**src/rtl/packet_wrr_arbiter.sv**
```systemverilog
// Packet-locked weighted round-robin N:1 AXI-Stream arbiter with a zero-latency data path.
// The FSM tracks ownership (IDLE/HOLD/BUSY), per-turn packet credit and the packet's target coordinates.
module packet_wrr_arbiter #(
  parameter int DATA_WIDTH           = 32,
  parameter int ID_WIDTH             = 4,
  parameter int CHANNEL_NUMBER       = 5,
  parameter int CHANNEL_NUMBER_WIDTH = $clog2(CHANNEL_NUMBER),
  parameter int MAX_ROUTERS_X        = 4,
  parameter int MAX_ROUTERS_Y        = 4,
  parameter int LENGTH_WIDTH         = 8,
  parameter int WEIGHT_WIDTH         = 4,
  parameter int FRAMING              = 0,
  parameter int ROUTING_HEADER_ID    = 0,
  localparam int XW = $clog2(MAX_ROUTERS_X),
  localparam int YW = $clog2(MAX_ROUTERS_Y)
) (
  input  logic                                   clk_i,
  input  logic                                   rst_i,
  input  logic [CHANNEL_NUMBER-1:0]              in_tvalid_i,
  input  logic [CHANNEL_NUMBER*DATA_WIDTH-1:0]   in_tdata_i,
  input  logic [CHANNEL_NUMBER*ID_WIDTH-1:0]     in_tid_i,
  input  logic [CHANNEL_NUMBER-1:0]              in_tlast_i,
  output logic [CHANNEL_NUMBER-1:0]              in_tready_o,
  output logic                                   out_tvalid_o,
  output logic [DATA_WIDTH-1:0]                  out_tdata_o,
  output logic [ID_WIDTH-1:0]                    out_tid_o,
  output logic                                   out_tlast_o,
  input  logic                                   out_tready_i,
  input  logic [CHANNEL_NUMBER*WEIGHT_WIDTH-1:0] weight_i,
  output logic [CHANNEL_NUMBER_WIDTH-1:0]        current_grant_o,
  output logic [XW-1:0]                          target_x_o,
  output logic [YW-1:0]                          target_y_o,
  output logic                                   busy_o,
  output logic                                   proto_err_o
);

  localparam int LEN_LSB = 2 * (XW + YW);

  typedef enum logic [1:0] {IDLE = 2'd0, HOLD = 2'd1, BUSY = 2'd2} state_t;

  state_t                          state_r;
  logic [CHANNEL_NUMBER_WIDTH-1:0] ptr_r;
  logic [WEIGHT_WIDTH-1:0]         credit_r;
  logic [CHANNEL_NUMBER_WIDTH-1:0] lock_ch_r;
  logic [LENGTH_WIDTH-1:0]         beats_left_r;
  logic [XW-1:0]                   tx_r;
  logic [YW-1:0]                   ty_r;

  logic [CHANNEL_NUMBER_WIDTH-1:0] sel_s;
  logic [CHANNEL_NUMBER_WIDTH-1:0] grant_s;
  logic [CHANNEL_NUMBER_WIDTH-1:0] ptr_nxt_s;
  logic [LENGTH_WIDTH-1:0]         len_s;
  logic                            hs_s;
  logic                            hdr_s;
  logic                            multi_s;
  logic                            last_s;
  logic                            done_s;
  logic                            err_s;

  function automatic int wrap(input int v);
    return (v >= CHANNEL_NUMBER) ? (v - CHANNEL_NUMBER) : v;
  endfunction

  // A zero weight still grants one packet per turn.
  function automatic logic [WEIGHT_WIDTH-1:0] at_least_one(input logic [WEIGHT_WIDTH-1:0] w);
    return (w == '0) ? WEIGHT_WIDTH'(1) : w;
  endfunction

  // Round-robin candidate: scanning downwards leaves the nearest valid channel at or after ptr.
  always_comb begin
    sel_s = ptr_r;
    for (int k = CHANNEL_NUMBER - 1; k >= 0; k--) begin
      sel_s = in_tvalid_i[wrap(int'(ptr_r) + k)] ? CHANNEL_NUMBER_WIDTH'(wrap(int'(ptr_r) + k)) : sel_s;
    end
  end

  // Grant selection and the zero-latency stream multiplexer.
  always_comb begin
    grant_s      = (state_r == IDLE) ? sel_s : lock_ch_r;
    out_tvalid_o = in_tvalid_i[grant_s];
    out_tdata_o  = in_tdata_i[grant_s*DATA_WIDTH +: DATA_WIDTH];
    out_tid_o    = in_tid_i[grant_s*ID_WIDTH +: ID_WIDTH];
    out_tlast_o  = in_tlast_i[grant_s];
    in_tready_o  = '0;
    in_tready_o[grant_s] = out_tready_i;
  end

  // Beat decode, packet completion and status outputs.
  always_comb begin
    hdr_s     = out_tvalid_o && (out_tid_o == ID_WIDTH'(ROUTING_HEADER_ID));
    len_s     = out_tdata_o[LEN_LSB +: LENGTH_WIDTH];
    hs_s      = out_tvalid_o && out_tready_i;
    multi_s   = (FRAMING == 0) ? (len_s >= LENGTH_WIDTH'(2)) : !out_tlast_o;
    last_s    = (FRAMING == 0) ? (beats_left_r == LENGTH_WIDTH'(1)) : out_tlast_o;
    done_s    = hs_s && ((state_r == BUSY) ? last_s : !(hdr_s && multi_s));
    err_s     = hs_s && (state_r != BUSY) && (!hdr_s || ((FRAMING == 0) && (len_s == '0)));
    ptr_nxt_s = (grant_s == CHANNEL_NUMBER_WIDTH'(CHANNEL_NUMBER - 1)) ? '0
                                                                       : grant_s + CHANNEL_NUMBER_WIDTH'(1);
    target_x_o      = hdr_s ? out_tdata_o[YW +: XW] : tx_r;
    target_y_o      = hdr_s ? out_tdata_o[0 +: YW] : ty_r;
    proto_err_o     = err_s && !rst_i;
    busy_o          = (state_r != IDLE);
    current_grant_o = grant_s;
  end

  // Ownership FSM, weighted credit bookkeeping and coordinate latch.
  always_ff @(posedge clk_i) begin
    if (rst_i) begin
      state_r      <= IDLE;
      ptr_r        <= '0;
      credit_r     <= at_least_one(weight_i[0 +: WEIGHT_WIDTH]);
      lock_ch_r    <= '0;
      beats_left_r <= '0;
      tx_r         <= '0;
      ty_r         <= '0;
    end else begin
      if (done_s) begin
        if ((grant_s == ptr_r) && (credit_r > WEIGHT_WIDTH'(1))) begin
          credit_r <= credit_r - WEIGHT_WIDTH'(1);
        end else begin
          ptr_r    <= ptr_nxt_s;
          credit_r <= at_least_one(weight_i[ptr_nxt_s*WEIGHT_WIDTH +: WEIGHT_WIDTH]);
        end
      end
      case (state_r)
        IDLE, HOLD: begin
          if (hs_s) begin
            if (hdr_s) begin
              tx_r <= out_tdata_o[YW +: XW];
              ty_r <= out_tdata_o[0 +: YW];
            end
            if (hdr_s && multi_s) begin
              state_r      <= BUSY;
              lock_ch_r    <= grant_s;
              beats_left_r <= len_s - LENGTH_WIDTH'(1);
            end else begin
              state_r <= IDLE;
            end
          end else if (out_tvalid_o) begin
            state_r   <= HOLD;
            lock_ch_r <= grant_s;
          end
        end
        BUSY: begin
          if (hs_s) begin
            beats_left_r <= beats_left_r - LENGTH_WIDTH'(1);
            if (last_s) begin
              state_r <= IDLE;
            end
          end
        end
        default: state_r <= IDLE;
      endcase
    end
  end

endmodule

```
**config.mk**
```make
export PLATFORM = sky130hd
export DESIGN_NAME = packet_wrr_arbiter
export DESIGN_NICKNAME = d
export VERILOG_FILES = /design/src/rtl/packet_wrr_arbiter.sv
export SDC_FILE = /design/constraint.sdc
export NUM_CORES = 1
export LEC_CHECK = 0
export CAP_MARGIN = 0
export CORE_UTILIZATION = 44
export DETAILED_ROUTE_END_ITERATION = 12
export PLACE_DENSITY = 0.95
export SYNTH_ARGS = -nofsm -noshare
export SYNTH_HDL_FRONTEND = slang
export SYNTH_SLANG_ARGS = --single-unit
```
**constraint.sdc**
```tcl
create_clock -name clk_i -period 14 [get_ports clk_i]
set_clock_uncertainty 0.1 [all_clocks]
set_input_delay 2.1 -clock clk_i [delete_from_list [all_inputs] [get_ports clk_i]]
set_output_delay 2.1 -clock clk_i [all_outputs]
set_load 0.05 [all_outputs]
```
==> metrics.md <==
| Metric | Value |
|---|---|
| Hold WC Path Type | `flip-flop to flip-flop` |
| Outcome | `finished clean` |
| Post-route DRC | `0` |
| Post-synth EDFFs | `4` |
| Mapped Cells | `approximately 660` |
| H-Tree Depth | `1` |
| Max Buffers Root-to-Sink | `2` |
| Crit. End Element | `output pin` |
| F_max | `96.96 MHz` |
| Pre-antenna DRT Iters | `5` |
| First-pass GRT wire length | `30950 um` |
| Final layout net count | `~1100` |
| Startpoint types | `input port` |
| Congestion Overflow GR | `0` |
| R2r worst-path depth | `16` |
| Number of global-route vias before repair | `5899` |
| Met1 Track Usage GR | `0.3919` |
| Syn_nets | `889` |
| Grt peak-use layer | `met2` |
| Crit path DAT | `around 8000 ps` |
| Mean post-synth cell area | `around 7.6 um2` |
| Async set-or-reset flop fraction in the synthesized netlist | `0` |
| Most common cell after layout, fill and taps aside | `clkdlybuf4s50_1` |
| Number of DRC markers in iteration 0 | `674` |
| Hpwl dp | `16500 um` |
| GRT met2 Usage | `0.5769` |
| Post-CTS Setup Bufs | `0` |
| Period utilisation layout | `0.7367` |
| R2r startpoint | `ptr_r[1]` |
| FP Rows | `38` |
| Area Overhead vs Synth | `54.64%` |
| Commonest cells after routing, fill and taps aside | `264 x clkdlybuf4s50_1, 83 x mux2i_1, 65 x nand2_1` |
| Antenna viol nets, final | `0` |
| Starting Density | `0.4561` |
| Total wire length | `between 20000 and 25000 um` |
| Post-layout min period | `10310 ps` |
| Crit path capture | `proto_err_o` |
| Slew @ Worst Pin | `977.6 ps` |
| Clk Tree Root Cell | `clkbuf_16` |
| Reg2reg end | `beats_left_r[6]` |
| Setup CP Type | `input port to output pin` |
| Fin. max-slew vios | `0` |
| Initial antenna violation count | `1` |
| Drt wl/cell | `~20 um` |
| Worst slack, placed | `between 3000 and 4000 ps` |
| Post-synth top flop | `dfxtp_1` |
| Die Span X | `~110 um` |
| Max Cap Viol | `0` |
| Port Buffer Count | `264` |
| Worst path required time | `11800 ps` |
| Post_cts resized | `0` |
| Avg Vias per Cell | `around 6` |
| Seq/Total Area, Yosys | `0.1044` |
| Clock-pin transition on the worst setup and hold timing paths | `70 ps` |
| Gr usage total | `0.3376` |
| RePlAce Congestion | `0.9771` |
| Post-DP Area | `7605 um2` |
| Rel. slew slack | `0.3469` |
| Setup Viol. Count Final | `0` |
| I/O pin count | `between 200 and 300` |
| Final instance area | `a little under 8000 um2` |
| DIE HEIGHT | `about 110 um` |
| Final worst slack | `3686 ps` |
| Layout cells sized above 1 | `0.06924` |
| Pwr/cell area | `310.7 nW/um2` |
| Core ar. | `~11000 um2` |
| Mapped Area | `4987 um2` |
| Flops & latches, synth | `24` |
| Crit path max fanout | `29` |
| Worst-Skew Late Latency | `about 270 ps` |
| VDD IR max | `0.0002836 V` |
| R2R setup slack | `6940 ps` |
| Final Hold Fails | `0` |
| Total CTS buffers | `3` |
| Via count | `6289` |
| P_leak | `0.003090 uW` |
| CTS tree | `done` |
| Pin count of the biggest net entering global routing | `44` |
| Clock sinks | `24` |
| Unique masters post-synth | `84` |
| RSZ-0062 raised after global routing | `no` |
| Synth warn | `0` |
| Final setup TNS | `0 ps` |
| CP Launch Point | `in_tvalid_i[2]` |
| Full die area | `11760 um2` |
| # hold bufs at CTS | `0` |
| Met3 usage | `0.08740` |
-- worst min path at each step --
stage / from / to / slack (ps) / cells after the start
2_1_floorplan: tx_r[0] / tx_r[0] / 360 / 2
3_3_place_gp: tx_r[0] / tx_r[0] / 370 / 2
3_5_place_dp: beats_left_r[6] / beats_left_r[6] / 380 / 2
4_1_cts: beats_left_r[6] / beats_left_r[6] / 390 / 2
5_1_grt: beats_left_r[4] / beats_left_r[4] / 410 / 2
6_report: beats_left_r[6] / beats_left_r[6] / 390 / 2
-- metal layers --
layer,part of all wire,wire length (um)
met1,0.37,7774
met5,0,0
met2,0.48,10070
met3,0.091,1896
met4,0.050,1043
-- cell usage after synthesis (4+ instances only) --
cell type  count  area [um2]
buf_2         15       75.07
a31oi_1        6       37.54
o311ai_0       5       43.79
o211a_1        4       40.04
a211oi_1       9       67.56
nand4_1        5       31.28
and2_1        15       93.84
a311oi_1      10       87.58
nor2_1        48       180.2
nand2b_1       9       56.30
edfxtp_1       4       120.1
or3_1          4       25.02
nand3_1       16       80.08
xnor2_1       11       96.34
dfxtp_1       20       400.4
mux2_2         7       78.83
ha_1          20       250.2
inv_1         38       142.6
and3_1         6       37.54
o211ai_1       6       45.04
clkbuf_1      20       75.07
mux4_2         5       112.6
nor3_1        24       120.1
buf_1          5       18.77
nor2b_1        6       37.54
o311ai_1       6       52.55
o21ai_0       25       125.1
a21oi_1       26       130.1
nor3b_1        5       37.54
mux2i_1       83       830.8
nand2_1       65       244.0
o221ai_1      37       324.1
buf_6          6       67.56
-- per-stage QoR --
stage	std cells	util	hold WS, ps	total power, uW
6_report	1022	0.7053	391.8	2397
5_1_grt	1022	0.7053	412.4	2495
4_1_cts	1021	0.7050	389.5	2364
3_5_place_dp	1017	0.6954	380.0	2272
3_3_place_gp	1017	0.6954	370.9	2247
2_1_floorplan	656	-	356.1	1676
-- cell families after synthesis --
kind of cell | share of synthesized area
buf+inv | 0.08555
flops | 0.1044
xor+xnor | 0.02835
simple gates | 0.2283
compound gates | 0.2953
mux | 0.2080
fa+ha+maj | 0.05018
-- power breakdown --
part           internal (uW)  switching (uW)
Sequential              97.4            23.5
Combinational            780            1410
Clock                   57.0            27.4
-- cell type report --
type / instances / area (um2)
multi-input cells: 540 / 4051
fillers: 845 / 3223
repair buffers: 271 / 2695
flip-flops and latches: 24 / 520.5
well taps: 140 / 175.2
inverters: 42 / 162.7
clock buffers: 3 / 75.07
clock inverters: 1 / 30.03
diodes: 1 / 2.502
-- flip-flops by register name (all words and copies together) (netlist names) --
register and count:
tx_r 2, lock_ch_r 3, ty_r 2, ptr_r 3, credit_r 4, state_r 2
beats_left_r 8
-- worst max-delay path, cell delays in order --
cell and delay (ps):
clkdlybuf4s50_1 650, mux4_2 570, nand2_1 110, o21ai_0 80
a21oi_1 170, buf_4 270, o22a_1 580, a31o_4 510
inv_2 220, mux2i_1 240, o221ai_1 300, inv_1 130
ha_1 190, inv_1 70, nor3_1 490, nand2_1 110
a2111oi_0 420, clkdlybuf4s50_1 900
Note: power is estimated with default switching activity, not from simulation.
